**config.mk**
```make
export PLATFORM = sky130hd
export DESIGN_NAME = countdown_timer
export DESIGN_NICKNAME = d
export VERILOG_FILES = /design/src/rtl/timer_pkg.sv /design/src/rtl/down_counter.sv /design/src/rtl/countdown_timer.sv
export SDC_FILE = /design/constraint.sdc
export NUM_CORES = 1
export LEC_CHECK = 0
export CAP_MARGIN = 20
export CORE_UTILIZATION = 41
export CTS_BUF_LIST = sky130_fd_sc_hd__clkbuf_8 sky130_fd_sc_hd__clkbuf_16
export DETAILED_ROUTE_END_ITERATION = 8
export PLACE_DENSITY_LB_ADDON = 0.3
export SYNTH_ARGS = -nofsm -noshare
export SYNTH_HDL_FRONTEND = slang
export SYNTH_SLANG_ARGS = --single-unit
```
**constraint.sdc**
```tcl
create_clock -name clk_i -period 3.9 [get_ports clk_i]
set_clock_uncertainty 0.1 [all_clocks]
set_input_delay 0.78 -clock clk_i [delete_from_list [all_inputs] [get_ports clk_i]]
set_output_delay 0.78 -clock clk_i [all_outputs]
set_load 0.02 [all_outputs]
```
**src/rtl/timer_pkg.sv**
```systemverilog
// ---------------------------------------------------------------------------
// timer_pkg
// Shared definitions for the hh:mm:ss.msec countdown timer. The field widths
// and limits match the time-of-day clock, so preset and display paths can be
// swapped between the two blocks.
//   - field widths      : msec 10, sec 6, min 6, hour 5
//   - field maxima      : 999 / 59 / 59 / 23
//   - state_e           : IDLE, RUN, PAUSE, DONE
// ---------------------------------------------------------------------------
package timer_pkg;

   localparam int MSEC_W = 10;
   localparam int SEC_W  = 6;
   localparam int MIN_W  = 6;
   localparam int HOUR_W = 5;

   localparam int MSEC_MAX = 999;
   localparam int SEC_MAX  = 59;
   localparam int MIN_MAX  = 59;
   localparam int HOUR_MAX = 23;

   typedef enum logic [1:0] {
      IDLE  = 2'd0,
      RUN   = 2'd1,
      PAUSE = 2'd2,
      DONE  = 2'd3
   } state_e;

   // Clamp an unsigned preset field to its legal maximum.
   function automatic int unsigned clamp(input int unsigned v, input int unsigned max);
      return (v > max) ? max : v;
   endfunction

endpackage

```
**src/rtl/down_counter.sv**
```systemverilog
// ---------------------------------------------------------------------------
// down_counter
// One decrementing time field with borrow output. Load has priority over the
// enable. Decrementing from 0 wraps to MAX and signals a borrow to the next
// more-significant field.
// Ports:
//   clk_i       in   clock
//   rst_i       in   asynchronous active-low reset (value -> 0)
//   en_i        in   decrement this cycle
//   load_i      in   load load_value this cycle
//   load_value  in   WIDTH  value to load
//   value       out  WIDTH  current (registered) value
//   borrow_o    out  en_i while value is 0 (the field is about to wrap)
// ---------------------------------------------------------------------------
module down_counter #(
   parameter int          WIDTH = 6,
   parameter int unsigned MAX   = 59
) (
   input  logic             clk_i,
   input  logic             rst_i,
   input  logic             en_i,
   input  logic             load_i,
   input  logic [WIDTH-1:0] load_value,
   output logic [WIDTH-1:0] value,
   output logic             borrow_o
);

   logic [WIDTH-1:0] value_q;
   logic [WIDTH-1:0] value_d;

   always_comb begin
      value_d = value_q;
      if (load_i) begin
         value_d = load_value;
      end else if (en_i) begin
         value_d = (value_q == '0) ? WIDTH'(MAX) : value_q - WIDTH'(1);
      end
   end

   always_ff @(posedge clk_i or negedge rst_i) begin
      if (!rst_i) begin
         value_q <= '0;
      end else begin
         value_q <= value_d;
      end
   end

   assign value    = value_q;
   assign borrow_o = en_i && (value_q == '0);

endmodule

```
**src/rtl/countdown_timer.sv**
```systemverilog
// ---------------------------------------------------------------------------
// countdown_timer
// Decrementing hh:mm:ss.msec timer. The timer is loaded from the preset
// inputs and started or paused by strobes. When it reaches 00:00:00.000 it
// gives a one-cycle done pulse and then holds at zero until the next load.
// Ports:
//   clk_i        in   1   system clock (INPUT_FREQ Hz)
//   rst_i        in   1   asynchronous active-low reset
//   load_i       in   1   load preset fields (saturated), go IDLE
//   start_i      in   1   begin / resume counting
//   pause_i      in   1   suspend counting
//   msec_preset  in   10  preset milliseconds
//   sec_preset   in   6   preset seconds
//   min_preset   in   6   preset minutes
//   hour_preset  in   5   preset hours
//   msec         out  10  current milliseconds
//   sec          out  6   current seconds
//   min          out  6   current minutes
//   hour         out  5   current hours
//   busy_o       out  1   high while counting (RUN)
//   done_o       out  1   one-cycle pulse on expiry
// ---------------------------------------------------------------------------
import timer_pkg::*;

module countdown_timer #(
   parameter int INPUT_FREQ = 50_000_000
) (
   input  logic              clk_i,
   input  logic              rst_i,
   input  logic              load_i,
   input  logic              start_i,
   input  logic              pause_i,
   input  logic [MSEC_W-1:0] msec_preset,
   input  logic [SEC_W-1:0]  sec_preset,
   input  logic [MIN_W-1:0]  min_preset,
   input  logic [HOUR_W-1:0] hour_preset,
   output logic [MSEC_W-1:0] msec,
   output logic [SEC_W-1:0]  sec,
   output logic [MIN_W-1:0]  min,
   output logic [HOUR_W-1:0] hour,
   output logic              busy_o,
   output logic              done_o
);

   localparam int MS_CYCLE = INPUT_FREQ / 1000;
   localparam int DIV_W    = (MS_CYCLE > 1) ? $clog2(MS_CYCLE) : 1;

   state_e            state_q, state_d;
   logic [DIV_W-1:0]  div_q, div_d;
   logic              busy_q, busy_d;
   logic              done_q, done_d;

   logic              tick;
   logic              time_zero;
   logic              time_one;
   logic              expire;

   logic              msec_borrow, sec_borrow, min_borrow, hour_borrow;
   logic [MSEC_W-1:0] msec_load;
   logic [SEC_W-1:0]  sec_load;
   logic [MIN_W-1:0]  min_load;
   logic [HOUR_W-1:0] hour_load;

   // Out-of-range presets saturate to the field maximum.
   assign msec_load = MSEC_W'(clamp(32'(msec_preset), MSEC_MAX));
   assign sec_load  = SEC_W'(clamp(32'(sec_preset), SEC_MAX));
   assign min_load  = MIN_W'(clamp(32'(min_preset), MIN_MAX));
   assign hour_load = HOUR_W'(clamp(32'(hour_preset), HOUR_MAX));

   // Millisecond tick: divider is only advanced in RUN, so its partial count
   // survives a pause.
   assign tick      = (state_q == RUN) && (div_q == DIV_W'(MS_CYCLE - 1));
   assign time_zero = (msec == '0) && (sec == '0) && (min == '0) && (hour == '0);
   assign time_one  = (msec == MSEC_W'(1)) && (sec == '0) && (min == '0) && (hour == '0);
   assign expire    = tick && time_one;

   // Time fields, chained by borrows. A load overrides any decrement.
   down_counter #(.WIDTH(MSEC_W), .MAX(MSEC_MAX)) u_msec (
      .clk_i      (clk_i),
      .rst_i      (rst_i),
      .en_i       (tick && !load_i),
      .load_i     (load_i),
      .load_value (msec_load),
      .value      (msec),
      .borrow_o   (msec_borrow)
   );

   down_counter #(.WIDTH(SEC_W), .MAX(SEC_MAX)) u_sec (
      .clk_i      (clk_i),
      .rst_i      (rst_i),
      .en_i       (msec_borrow),
      .load_i     (load_i),
      .load_value (sec_load),
      .value      (sec),
      .borrow_o   (sec_borrow)
   );

   down_counter #(.WIDTH(MIN_W), .MAX(MIN_MAX)) u_min (
      .clk_i      (clk_i),
      .rst_i      (rst_i),
      .en_i       (sec_borrow),
      .load_i     (load_i),
      .load_value (min_load),
      .value      (min),
      .borrow_o   (min_borrow)
   );

   down_counter #(.WIDTH(HOUR_W), .MAX(HOUR_MAX)) u_hour (
      .clk_i      (clk_i),
      .rst_i      (rst_i),
      .en_i       (min_borrow),
      .load_i     (load_i),
      .load_value (hour_load),
      .value      (hour),
      .borrow_o   (hour_borrow)
   );

   // State, divider and registered outputs.
   always_ff @(posedge clk_i or negedge rst_i) begin
      if (!rst_i) begin
         state_q <= IDLE;
         div_q   <= '0;
         busy_q  <= 1'b0;
         done_q  <= 1'b0;
      end else begin
         state_q <= state_d;
         div_q   <= div_d;
         busy_q  <= busy_d;
         done_q  <= done_d;
      end
   end

   // Next state. Load beats everything. In RUN, reaching zero beats a pause
   // on the same cycle so the timer can never be parked at zero in PAUSE.
   // hour_borrow would mean wrapping below zero; it is folded in as a guard.
   always_comb begin
      state_d = state_q;
      if (load_i) begin
         state_d = IDLE;
      end else begin
         case (state_q)
            IDLE:    if (start_i && !time_zero) state_d = RUN;
            RUN: begin
               if (expire || hour_borrow) begin
                  state_d = DONE;
               end else if (pause_i) begin
                  state_d = PAUSE;
               end
            end
            PAUSE:   if (start_i) state_d = RUN;
            DONE:    state_d = DONE;
            default: state_d = IDLE;
         endcase
      end
   end

   always_comb begin
      div_d = div_q;
      if (load_i) begin
         div_d = '0;
      end else if (state_q == RUN) begin
         div_d = tick ? '0 : div_q + DIV_W'(1);
      end
   end

   // Outputs are computed from the next state so they line up with it.
   always_comb begin
      busy_d = (state_d == RUN);
      done_d = (state_q == RUN) && expire && !load_i;
   end

   assign busy_o = busy_q;
   assign done_o = done_q;

endmodule

```
* After elaboration in Yosys (flattened, before gate mapping)
Cells that the tools add are included.
** Word-level totals
- Flip-flop bits (word level) :: 47
- Input bits :: 32
- Output and inout port bits :: 29
- Word-level logic and storage cells :: 77
** Cells by class
- $add $sub $neg :: 5
- $lt $le $gt $ge :: 4
- Equality and inequality tests :: 6
- Multiplexer cells :: 25
- Reductions and logical operators :: 29
** Operator list (number)
- $mux W16 :: 3
- $mux W6 :: 8
- $mux W10 :: 4
- $mux W5 :: 4
- $add A16 B1 Y16 const B :: 1
- $eq A16 B16 Y1 const B :: 1
- $logic_and A1 B1 Y1 :: 16
- $gt A6 B6 Y1 const B :: 2
- $logic_not A6 Y1 :: 2
- $sub A6 B1 Y6 const B :: 2
- $eq A10 B1 Y1 const B :: 1
- $gt A10 B10 Y1 const B :: 1
- $logic_not A10 Y1 :: 1
- $mux W2 :: 5
- $reduce_bool A2 Y1 :: 5
- $sub A10 B1 Y10 const B :: 1
- $pmux W2 S4 :: 1
- $gt A5 B5 Y1 const B :: 1
- $logic_not A5 Y1 :: 1
- $sub A5 B1 Y5 const B :: 1
- $eq A2 B1 Y1 const B :: 2
- $eq A2 B2 Y1 const B :: 2
- $logic_not A1 Y1 :: 2
- $logic_not A2 Y1 :: 1
- $logic_or A1 B1 Y1 :: 1

* Logic depth before layout (Yosys ltp)
Gate-level depths: netlist (run 1).
- Word-level depth :: 12
- Mapped depth :: 8
- Depth with buffers taken out :: 7

* Cells and area by module
Synthesis (run 1) repeated with hierarchy kept, for this count alone.
** Second synthesis, totals
- Cells, all modules :: 346
- Area, all modules :: 3086.7 sq um
** Modules (own cells, without submodules)
- countdown_timer :: instances 1, cells each 158, area each 1327.5 sq um, seq. area each 500.5 sq um
- down_counter at u_min ... :: instances 2, cells each 46, area each 429.2 sq um, seq. area each 150.1 sq um
- down_counter at u_msec :: instances 1, cells each 65, area each 615.6 sq um, seq. area each 250.2 sq um
- down_counter at u_hour :: instances 1, cells each 31, area each 285.3 sq um, seq. area each 125.1 sq um

* Worst setup path before layout (run 1)
No wires, ideal clock.
- Path type :: reg2reg
- Start :: register u_msec.value_q[7] (netlist: u_msec.value[7])
- End :: register u_min.value_q[0] (netlist: u_min.value[0])
- Library setup time :: 0.131 ns
- Data arrival time :: 2.227 ns
- Required time :: 3.669 ns
- Slack :: 1.442 ns
- Stages on the path, launching flop included :: 7
- Path buffers :: 1
- Clock period less this slack :: 2.458 ns
- Cell sequence :: dfrtp_1 or4_1 or3_1 clkbuf_1 nor4_4 nor2_1 mux2i_1
** Between the ends
- Cells in the longest elaborated chain, start to end :: 4
** RTL lines
- start: declaration :: RTL line down_counter.sv:28 : logic [WIDTH-1:0] value_q;
- start signal: assignment :: RTL line down_counter.sv:44 : value_q <= value_d;
- $logic_not A10 Y1 :: RTL line down_counter.sv:49 : assign borrow_o = en_i && (value_q == '0);
- $logic_and A1 B1 Y1 (2 in series) :: RTL line down_counter.sv:49
- $reduce_bool A2 Y1 (no line)
- end signal: assignment :: RTL line down_counter.sv:44
- end: declaration :: RTL line down_counter.sv:28
Every way passes these cells.
A chain may end at the register's enable or synchronous reset.

* Worst setup path after layout (run 1)
- Start :: register div_q[4]
- End :: register u_min.value_q[1] (netlist: u_min.value[1])
** Between the ends
- Cells in the longest elaborated chain, start to end :: 6
** RTL lines
- start: declaration :: RTL line countdown_timer.sv:49 : logic [DIV_W-1:0] div_q, div_d;
- start signal: assignment :: RTL line countdown_timer.sv:127 : div_q <= div_d;
- $eq A16 B16 Y1 :: RTL line countdown_timer.sv:72 : assign tick = (state_q == RUN) && (div_q == DIV_W'(MS_CYCLE - 1));
- $logic_and A1 B1 Y1 :: RTL line countdown_timer.sv:72
- $logic_and A1 B1 Y1 :: RTL line countdown_timer.sv:81 : .en_i (tick && !load_i),
- $logic_and A1 B1 Y1 (2 in series) :: RTL line down_counter.sv:49
- $reduce_bool A2 Y1 (no line)
Every way passes these cells.

==> results of run 1 <==
-- metrics by stage --
step | instance area [µm²] | power (W)
floorplan | 3000 | 0.000756
global placement | 3680 | 0.000908
detailed placement | 3680 | 0.000914
CTS | 3780 | 0.00124
global route | 3800 | 0.00130
finish | 3800 | 0.00123
-- cell type report --
type	count	area, µm²	share of cell area (%)
Timing Repair Buffer	65	646	17.0
Sequential cell	47	1180	30.9
Inverter	18	67.6	1.78
Tap cell	96	120	3.16
Clock inverter	1	3.75	0.0987
Multi-Input combinational cell	269	1700	44.6
Clock buffer	7	96.3	2.53
-- power breakdown --
group          switching, W  internal [W]  leakage, nW
logic              0.000174      0.000160         1.02
clock network      0.000162      0.000160       0.0557
registers         0.0000484      0.000525        0.595
-- placed cells by master, fill, tap and decap left out, types with 9 or more instances in the layout --
master	netlist	layout
nand3_1	14	14
nor3_1	12	12
xor2_1	9	9
nand2_1	36	36
and3_1	9	9
nand4_1	13	13
ha_1	9	9
a21oi_1	16	16
dfrtp_1	47	47
o21ai_0	12	12
nor2_1	40	40
inv_1	18	19
clkdlybuf4s50_1	0	59
-- logic make-up after synthesis --
kind of cell	after synthesis	synth area share (%)
DFF	47	39.2
xor gates and xnor gates	11	3.21
adders and majority gates	9	3.75
buffers and inverters	34	4.29
AOI/OAI and AO/OA	80	18.9
muxes	5	1.71
and+or+nand+nor	164	29.0
-- registers in the layout, indices dropped and copies added, names as in the netlist --
| name | flops |
|---|---|
| u_hour.value | 5 |
| u_sec.value | 6 |
| busy_o | 1 |
| u_min.value | 6 |
| div_q | 16 |
| state_q | 2 |
| u_msec.value | 10 |
| done_o | 1 |
-- metal layers --
metal	part of all wire [%]	vias up	GRT usage [%]	wire length [µm]
met5	0	-	0	0
met4	0.44	0	5.07	34
met3	5.5	2	2.73	424
met2	47	98	34.7	3610
met1	47	1409	30.1	3660
li1	-	1416	-	-
-- path summary, 6_finish.rpt --
| kind | slack (ps) | from | to |
|---|---|---|---|
| min reg2reg | 450 | div_q[0]$_DFFE_PN0P_ | div_q[0]$_DFFE_PN0P_ |
| max in group asynchronous | 2880 | rst_i | state_q[0]$_DFF_PN0_ |
| min | 310 | rst_i | u_msec.value[7]$_DFFE_PN0P_ |
| max reg2reg | 1150 | div_q[4]$_DFFE_PN0P_ | u_min.value[1]$_DFFE_PN0P_ |
| max | 1150 | div_q[4]$_DFFE_PN0P_ | u_min.value[1]$_DFFE_PN0P_ |
| min in group clk_i | 450 | div_q[0]$_DFFE_PN0P_ | div_q[0]$_DFFE_PN0P_ |
==> flow_metrics.tcl, run 1 <==
set metrics [dict create \
    rsz0062_at_grt "no" \
    vias 2925 \
    syn_area_um2 3000 \
    critPathLaunchType "flop" \
    timing.final.crit_share_pct 70.6 \
    hold_path.class "in2async" \
    htree_levels 2 \
    row_count 30 \
    synthCells 350 \
    worstMarginPinSlew_ps 792 \
    ys_top_cells_by_count "47 x dfrtp_1, 40 x nor2_1, 36 x nand2_1" \
    tns_ps 0 \
    crit_chain "or4_1, or4_4, nor4_4, nor2_1, mux2i_1" \
    power_density_nw_per_um2 323 \
    crit_cells 5 \
    numCtsBuffers 5 \
    cts_resized 0 \
    status "finished, final reports clean" \
    fin_ws_ps 1150 \
    nets 447 \
    drv_slew 0 \
    peakVddDrop_uv 186 \
    whs_ps 311 \
    die_w_um 87.5 \
    path_delay_family "simple AND/OR/NAND/NOR gates" \
    routedWlPerCell_um 15.4 \
    grt_pass1_vias 2716 \
    gr-total-overflow 0 \
    synthArstFlopShare_pct 100 \
    cts-root-buf "clkbuf_8" \
    worst-setup-path-type "reg2reg" \
    worst_path_largest_cell_delay_ps 600 \
    grt_usage_pct 21.2 \
    worstSkewPairLatency_ps 290 \
    leakagePower_nw 1.67 \
    syn2layout_area_growth_pct 26.8 \
    antenna_found_initial 0 \
    firstDrtPassIters 5 \
    path_max_fanout 9 \
    final_util_pct 54.8 \
    dp_slack_ps 1140 \
    finalCriticalPeriod_ps 2750 \
    synth_flop_cell "dfrtp_1" \
    via_per_inst 5.82 \
    cts_tree "done" \
    drc 0 \
    place_inst 494 \
    ys_warn_count 0 \
    fmax_mhz 363 \
    end_kind "flop" \
    cap_viol_max_count 0 \
    required_ps 3980 \
    cts.sink_count 47 \
    die-height_um 87.5 \
    core_um2 6940 \
    synth_edf_count 0 \
    drt_iter0_markers 224 \
    portBuffers 60 \
    synthesis.nets 391 \
    finalHoldViolCount 0 \
    die_area_um2 7660 \
    synth.avg_cell_area_um2 8.57 \
    fillers 668 \
    gp_congestion 0.851 \
    max-clock-path-buffers 2 \
    slew_headroom_pct 47.1 \
    yosys-top-cells-area "dfrtp_1 39%, nor2_1 5.0%, nand2_1 4.5%" \
    worst-path-buf-inv 0 \
    clk_pin_slew_ps 90 \
    diodes 0 \
    dp_hpwl_mm 5.61 \
    cp.arrival_ps 2830 \
    synth_cell_types 59 \
    fin_cells 503 \
    drive_above_1_share_pct 7.13 \
    synth_seq_cells 47 \
    finalSetupViolations 0 \
    hold_buffers 0 \
    post-synth-top-count-cell "dfrtp_1" \
    synth_top_area_share_pct 39.2 \
    grt_max_degree 48 \
    boundaryPins 61 \
    wirelength_mm 7.73 \
    cp_slowest_cell "or4_4" \
    start_util_pct 43.2 \
    drtAntennaViolNets 0 \
    post_cts_buffers 0 \
    yosysTopAreaCell "dfrtp_1" \
    rr_worst_depth 5 \
    grt_pass1_wl_mm 12.9 \
    synth_seq_area_share_pct 39.2 \
]
Power figures use the tool's default switching activity.
==> inputs of run 2 (changes only) <==
==> constraint.sdc (replaced) <==
create_clock -name clk_i -period 2.6 [get_ports clk_i]
set_clock_uncertainty 0.1 [all_clocks]
set_input_delay 0.52 -clock clk_i [delete_from_list [all_inputs] [get_ports clk_i]]
set_output_delay 0.52 -clock clk_i [all_outputs]
set_load 0.02 [all_outputs]
==> run 2 against run 1 <==
  * First-iteration DRC count fell by 2.2%
  * Combinational power increased by 63%
  * Non-clock buffer count up 20
  * Sequential share of layout area fell by 1.4 points
  * Final area grew 4.9%
  * Register-to-register slack worse by 1000 ps
  * Critical path type unchanged
  * Critical path depth grew 1
==> flow_metrics.tcl, run 2 (synthesis results as in run 1) <==
set metrics [dict create \
    gp_congestion 0.899 \
    rr_endpoint "u_sec.value[1]$_DFFE_PN0P_" \
    grt_max_degree 48 \
    fmax_mhz 406 \
    worstSkewPairLatency_ps 310 \
    post_cts_buffers 0 \
    start_util_pct 43.2 \
    final_common_cell "clkdlybuf4s50_1" \
    dp_hpwl_mm 6.12 \
    placed_cell_area_um2 3870 \
    nets 467 \
    clk_pin_slew_ps 100 \
    diodes 0 \
    grt_pass1_vias 2924 \
    cts_resized 0 \
    numCtsBuffers 5 \
    power_density_nw_per_um2 487 \
    rr_worst_depth 6 \
    hold_path.class "in2async" \
    vias 3040 \
    max-clock-path-buffers 2 \
    boundaryPins 61 \
    tns_ps 0 \
    slew_headroom_pct 57.2 \
    core_um2 6940 \
    finalHoldViolCount 0 \
    finalCriticalPeriod_ps 2460 \
    worstMarginPinSlew_ps 635 \
    cap_viol_max_count 0 \
    grt_pass1_wl_mm 13.7 \
    drtAntennaViolNets 0 \
    grt_usage_pct 22.8 \
    rr_startpoint "div_q[4]$_DFFE_PN0P_" \
    via_per_inst 5.81 \
    cts_tree "done" \
    die_area_um2 7660 \
    fin_ws_ps 140 \
    portBuffers 60 \
    htree_levels 2 \
    wirelength_mm 8.13 \
    regMostFlops "div_q" \
    drt_iter0_markers 219 \
    cts-root-buf "clkbuf_8" \
    antenna_found_initial 0 \
    power_w 0.00194 \
    worst-setup-path-type "reg2reg" \
    fin_area_um2 3990 \
    die-height_um 87.5 \
    die_w_um 87.5 \
    drv_slew 0 \
    routedWlPerCell_um 15.5 \
    path_max_fanout 9 \
    fillers 624 \
    drive_above_1_share_pct 12.2 \
    timing.final.crit_share_pct 94.6 \
    peakVddDrop_uv 302 \
    row_count 30 \
    whs_ps 98.0 \
    drc 0 \
    leakagePower_nw 1.78 \
    dp_slack_ps 141 \
    required_ps 2690 \
    rsz0062_at_grt "no" \
    finalSetupViolations 0 \
    critPathLaunchType "flop" \
    firstDrtPassIters 4 \
    syn2layout_area_growth_pct 33.0 \
    largest_register_ffs 16 \
    status "finished, final reports clean" \
    layout_common_cells "59 x clkdlybuf4s50_1, 47 x dfrtp_1, 40 x nor2_1" \
    gr-total-overflow 0 \
    cp.arrival_ps 2550 \
    end_kind "flop" \
    hold_buffers 0 \
    cts.sink_count 47 \
    worst-r2r-setup-slack_ps 140 \
]
-- run 2: where the power goes --
group	switching (W)	total (W)	leakage, nW	internal (W)
clock	0.000266	0.000553	0.0581	0.000287
sequential	0.0000580	0.000846	0.595	0.000788
combinational	0.000284	0.000545	1.13	0.000260
total	0.000608	0.00194	1.78	0.00134
-- run 2: worst max-delay path by stage --
| stage | end | startpoint | slack [ps] | depth (start not counted) |
|---|---|---|---|---|
| finish | u_sec.value[1]$_DFFE_PN0P_ | div_q[4]$_DFFE_PN0P_ | 140 | 6 |
| CTS | u_sec.value[5]$_DFFE_PN0P_ | u_msec.value[6]$_DFFE_PN0P_ | 120 | 5 |
| detailed placement | u_sec.value[5]$_DFFE_PN0P_ | u_msec.value[6]$_DFFE_PN0P_ | 140 | 5 |
| floorplan | u_min.value[0]$_DFFE_PN0P_ | u_msec.value[7]$_DFFE_PN0P_ | 140 | 6 |
| global route | u_min.value[2]$_DFFE_PN0P_ | div_q[4]$_DFFE_PN0P_ | 50 | 6 |
| global placement | u_sec.value[1]$_DFFE_PN0P_ | div_q[11]$_DFFE_PN0P_ | 190 | 6 |
-- run 2: per-stage QoR --
stage / std cells / utilization [%]
detailed placement: 515 / 55.7
CTS: 523 / 57.3
global route: 523 / 57.5
global placement: 515 / 55.7
finish: 523 / 57.5
floorplan: 350 / -
-- run 2: critical path, stage by stage, from the launching register on --
cell and delay, ps:
dfrtp_1 380, or4_1 570, nor4_2 370, buf_4 230, nand3_1 210, nand2_1 150
mux2_2 330
-- run 2: layout make-up --
cell class,instances,area [µm²],share of cell area [%]
Sequential cell,47,1180,29.5
Clock buffer,5,68.8,1.72
Tap cell,96,120,3.01
Timing Repair Buffer,85,808,20.3
Multi-Input combinational cell,269,1710,42.8
Clock inverter,3,43.8,1.10
Inverter,18,67.6,1.69
-- run 2: layer usage --
layer  wire length, µm  global-route usage [%]
met5                 0                       0
met4               200                    8.79
met3               449                    3.86
met2              3730                    36.6
met1              3750                    31.0
==> RTL change 1, RTL diff (flow settings as in run 2) <==
Re-encode `state_e` (4 states) as Gray code, 2 bits wide.
--- a/src/rtl/timer_pkg.sv
+++ b/src/rtl/timer_pkg.sv
@@ -22,6 +22,6 @@
    typedef enum logic [1:0] {
-      IDLE  = 2'd0,
-      RUN   = 2'd1,
-      PAUSE = 2'd2,
-      DONE  = 2'd3
+      IDLE  = 2'b00,
+      RUN   = 2'b01,
+      PAUSE = 2'b11,
+      DONE  = 2'b10
    } state_e;
Check against the original RTL: same outputs for any inputs over 10 cycles, from zero or initial values and one cycle with rst_i low; not proved beyond that.
==> RTL change 1 against run 2 <==
Worst setup slack improved by 0.020 ns; area after synthesis is 0.63% lower; cell area is 3.6% lower; synthesized cell count decreased by 1.4%; maximum frequency up 0.84%; routed wire length is 4.5% lower; sequential power is 1% lower; via count shrank 1.6%; count of clock-buffer cells in the layout stayed put; sequential share of layout area rose by 1.1 points; critical path depth fell by 1; sequential cell count unchanged; total power down 13%; critical endpoint is now u_hour.value[2].
==> RTL change 1: results <==
set metrics [dict create \
    drive_above_1_share 0.0819 \
    seq_area_frac 0.306 \
    place_area_mm2 0.00376 \
    cts_root_buf "clkbuf_8" \
    nMultiInputCombCells 269 \
    multi_input_area_share 0.440 \
    status "complete, no violations" \
    r2r_slack_ns 0.16 \
    critPathMaxStageDelay_ns 0.60 \
    r2r_end "u_hour.value[2]" \
    drtIter0Drc 139 \
    syn_avg_cell_area_um2 8.64 \
    wl_per_cell_um 15.2 \
    final-nonclk-buf-share 0.184 \
    grt_pass1_vias 2729 \
    ys_types 52 \
    synth_adder_area_share 0.0378 \
    place_inst 503 \
    arrival_ns 2.59 \
    synth_common_cells "47 x dfrtp_1, 42 x nand2_1, 27 x nor2_1, 24 x a21oi_1" \
    seq_cell_count 47 \
    synth-xor-area-share 0.0323 \
    rr_worst_depth 5 \
    fin_hold_ws_ns 0.0956 \
    fin_cells 511 \
    clk_latency_ns 0.31 \
    path_max_fanout 6 \
    ys_seq_area_frac 0.394 \
    p_leak_nw 1.64 \
    nNetsFinal 455 \
    cp_slowest_cell "or4_4" \
    portBuffers 60 \
    grt_pass1_wl_um 13000 \
    synth_compound_area_frac 0.193 \
    final-clk-cell-share 0.0221 \
    place_ws_ns 0.173 \
    num_vias 2992 \
    gp_congestion 0.871 \
    h-tree-depth 2 \
    yosys-top-cells-area "dfrtp_1 39%, nand2_1 5.3%, a21oi_1 4.0%" \
    worst_pin_slew_ns 0.762 \
    inverters 17 \
    syn_nets 386 \
    synthMuxAreaShare 0.0138 \
    n_all_buffers 74 \
    area_growth_pct 29.0 \
    peakVddDrop_mv 0.241 \
]
RTL change 1: changes by cell type in the layout (fill, tap and decap cells not counted), moves of 4 or more:
cell            run 2  this run
nor2_1             40        27
buf_4              23        13
o31ai_1             5        12
nand2_1            36        42
nand3_1            14        10
a21oi_1            16        24
a21o_1              5         0
and2_1              0         4
nor3_1             11        17
nor4_1              4         8
nand4_1            13         9
o32ai_1             6         2
RTL change 1: metal layers:
layer  part of all wire  GRT usage  wire length [um]
met1               0.45      0.293              3520
met5                  0          0                 0
met3              0.058     0.0341               450
met2               0.48      0.360              3730
met4             0.0080     0.0626                62
RTL change 1: report_power, final:
part           total (mW)  switching [mW]  internal, mW
Clock               0.447           0.262         0.185
Combinational       0.402           0.210         0.192
Sequential          0.835          0.0598         0.775
==> RTL change 2, RTL diff (config.mk and constraints of run 2) <==
Without the edit above. Change the package constant `MIN_W` from 6 to 5.
--- a/src/rtl/timer_pkg.sv
+++ b/src/rtl/timer_pkg.sv
@@ -13,3 +13,3 @@
    localparam int SEC_W  = 6;
-   localparam int MIN_W  = 6;
+   localparam int MIN_W  = 5;
    localparam int HOUR_W = 5;
Ports: changed (resized min and min_preset); port bits go from 61 to 59. No check against the original RTL was run, so the function may have changed too.
==> RTL change 2 against run 2 <==
Sequential cell count fell by 1; worst setup slack improved by 0.12 ns; routed wire length fell by 9.5%; via count fell by 11%; cell area fell by 6.3%; total power fell by 10%; sequential share of layout area rose by 1.3 points; count of clock-buffer cells in the layout rose by 3; area after synthesis fell by 3.5%; combinational power fell by 25%; largest cell class unchanged.
==> RTL change 2: results <==
set metrics [dict create \
    synth_common_cells "46 x dfrtp_1, 33 x nor2_1, 32 x nand2_1, 19 x a21oi_1, 18 x inv_1" \
    place_ws_ns 0.257 \
    drtIter0Drc 186 \
    holdCritPathClass "in -> async" \
    cp_slowest_cell "or4b_4" \
    fin_hold_ws_ns 0.205 \
    r2r_end "busy_o" \
    arrival_ns 2.43 \
    fill_cells 631 \
    max_cap_viol_count 0 \
    cts_root_buf "clkbuf_8" \
    critPathMaxStageDelay_ns 0.46 \
    tns_ns 0 \
    dp_hpwl_um 5310 \
    peakVddDrop_mv 0.204 \
    drive_above_1_share 0.112 \
    p_leak_nw 1.61 \
    synth_top_area_share 0.398 \
    antenna_found_initial 0 \
    wl_per_cell_um 15.1 \
    grt_pass1_vias 2558 \
    rr_worst_depth 7 \
    grt_usage 0.209 \
    status "complete, no violations" \
    wl_um 7360 \
    gp_congestion 0.824 \
    grt_max_degree 47 \
    place_area_mm2 0.00363 \
    cts_buffers 5 \
    syn_nets 367 \
    num_vias 2713 \
    portBuffers 58 \
    grt_pass1_wl_um 12300 \
    cts_resized 0 \
    yosys-top-cells-area "dfrtp_1 40%, nor2_1 4.3%, nand2_1 4.1%" \
    worst_pin_slew_ns 0.607 \
    antennaDiodeCount 0 \
    clk_latency_ns 0.30 \
    nNetsFinal 431 \
    first_pass_iters 4 \
    ys_seq_area_frac 0.398 \
    ys_types 67 \
    path_clk_slew_ns 0.09 \
    path_max_fanout 5 \
    cpLargestDelayFamily "simple AND/OR/NAND/NOR gates" \
    netlist_instances 327 \
    r2r-start "u_sec.value[0]" \
    synth_warnings 0 \
    switching_share 0.299 \
    place_inst 480 \
]
-- RTL change 2: changes by cell type in the layout (fill, tap and decap cells not counted), moves of 4 or more --
| cell | before | now |
|---|---|---|
| buf_4 | 23 | 11 |
| nand2_1 | 36 | 32 |
| nand3_1 | 14 | 8 |
| nor2_1 | 40 | 33 |
| nor3_1 | 11 | 5 |
| o21ai_0 | 12 | 16 |
| o32ai_1 | 6 | 2 |
-- RTL change 2: per-stage QoR --
stage,utilization,power [mW]
global route,0.550,1.83
CTS,0.550,1.76
finish,0.550,1.75
detailed placement,0.534,1.24
global placement,0.534,1.23
floorplan,-,1.03
-- RTL change 2: area by class of cell --
type | count | area (um2) | share of cell area
multi-input cells | 250 | 1620 | 0.433
flip-flops and latches | 46 | 1150 | 0.308
repair buffers | 70 | 673 | 0.180
well taps | 96 | 120 | 0.0321
clock buffers | 8 | 110 | 0.0294
inverters | 18 | 67.6 | 0.0181
-- RTL change 2: routing by layer --
layer  share of wire  vias to the layer above  track usage
met4           0.013                        0       0.0636
li1                -                     1335            -
met2            0.48                       71        0.334
met1            0.45                     1299        0.283
met5               0                        -            0
met3           0.060                        8       0.0462
-- RTL change 2: worst max path at each step --
| stage | start | end | slack (ns) |
|---|---|---|---|
| after CTS | u_sec.value[0] | busy_o | 0.24 |
| after global placement | u_min.value[0] | busy_o | 0.32 |
| after floorplan | u_sec.value[0] | u_min.value[3] | 0.32 |
| after global routing | u_msec.value[7] | u_sec.value[3] | 0.10 |
| final | u_sec.value[0] | busy_o | 0.26 |
| after detailed placement | u_sec.value[0] | busy_o | 0.26 |
-- RTL change 2: logic make-up (layout without fill, tap and decap cells) --
group	after synthesis	in the layout	share of synthesized area
simple gates	139	139	0.265
compound gates	90	90	0.217
flops	46	46	0.398
buf+inv	31	96	0.0436
xor+xnor	10	10	0.0303
fa+ha+maj	9	9	0.0389
mux	2	2	0.00735
-- RTL change 2: worst reg2reg max path: cells and delay by family (launching register included) --
kind / cells / cell delay, ns
simple gates: 3 / 1.00
compound gates: 2 / 0.45
flops: 1 / 0.42
fa+ha+maj: 1 / 0.15
buf+inv: 1 / 0.10
-- RTL change 2: power groups by stage --
stage               registers [mW]  logic (mW)  clock network [mW]
detailed placement           0.834       0.408                   0
CTS                          0.819       0.410               0.529
global route                 0.827       0.444               0.559
global placement             0.831       0.401                   0
finish                       0.820       0.407               0.520
floorplan                    0.871       0.159                   0
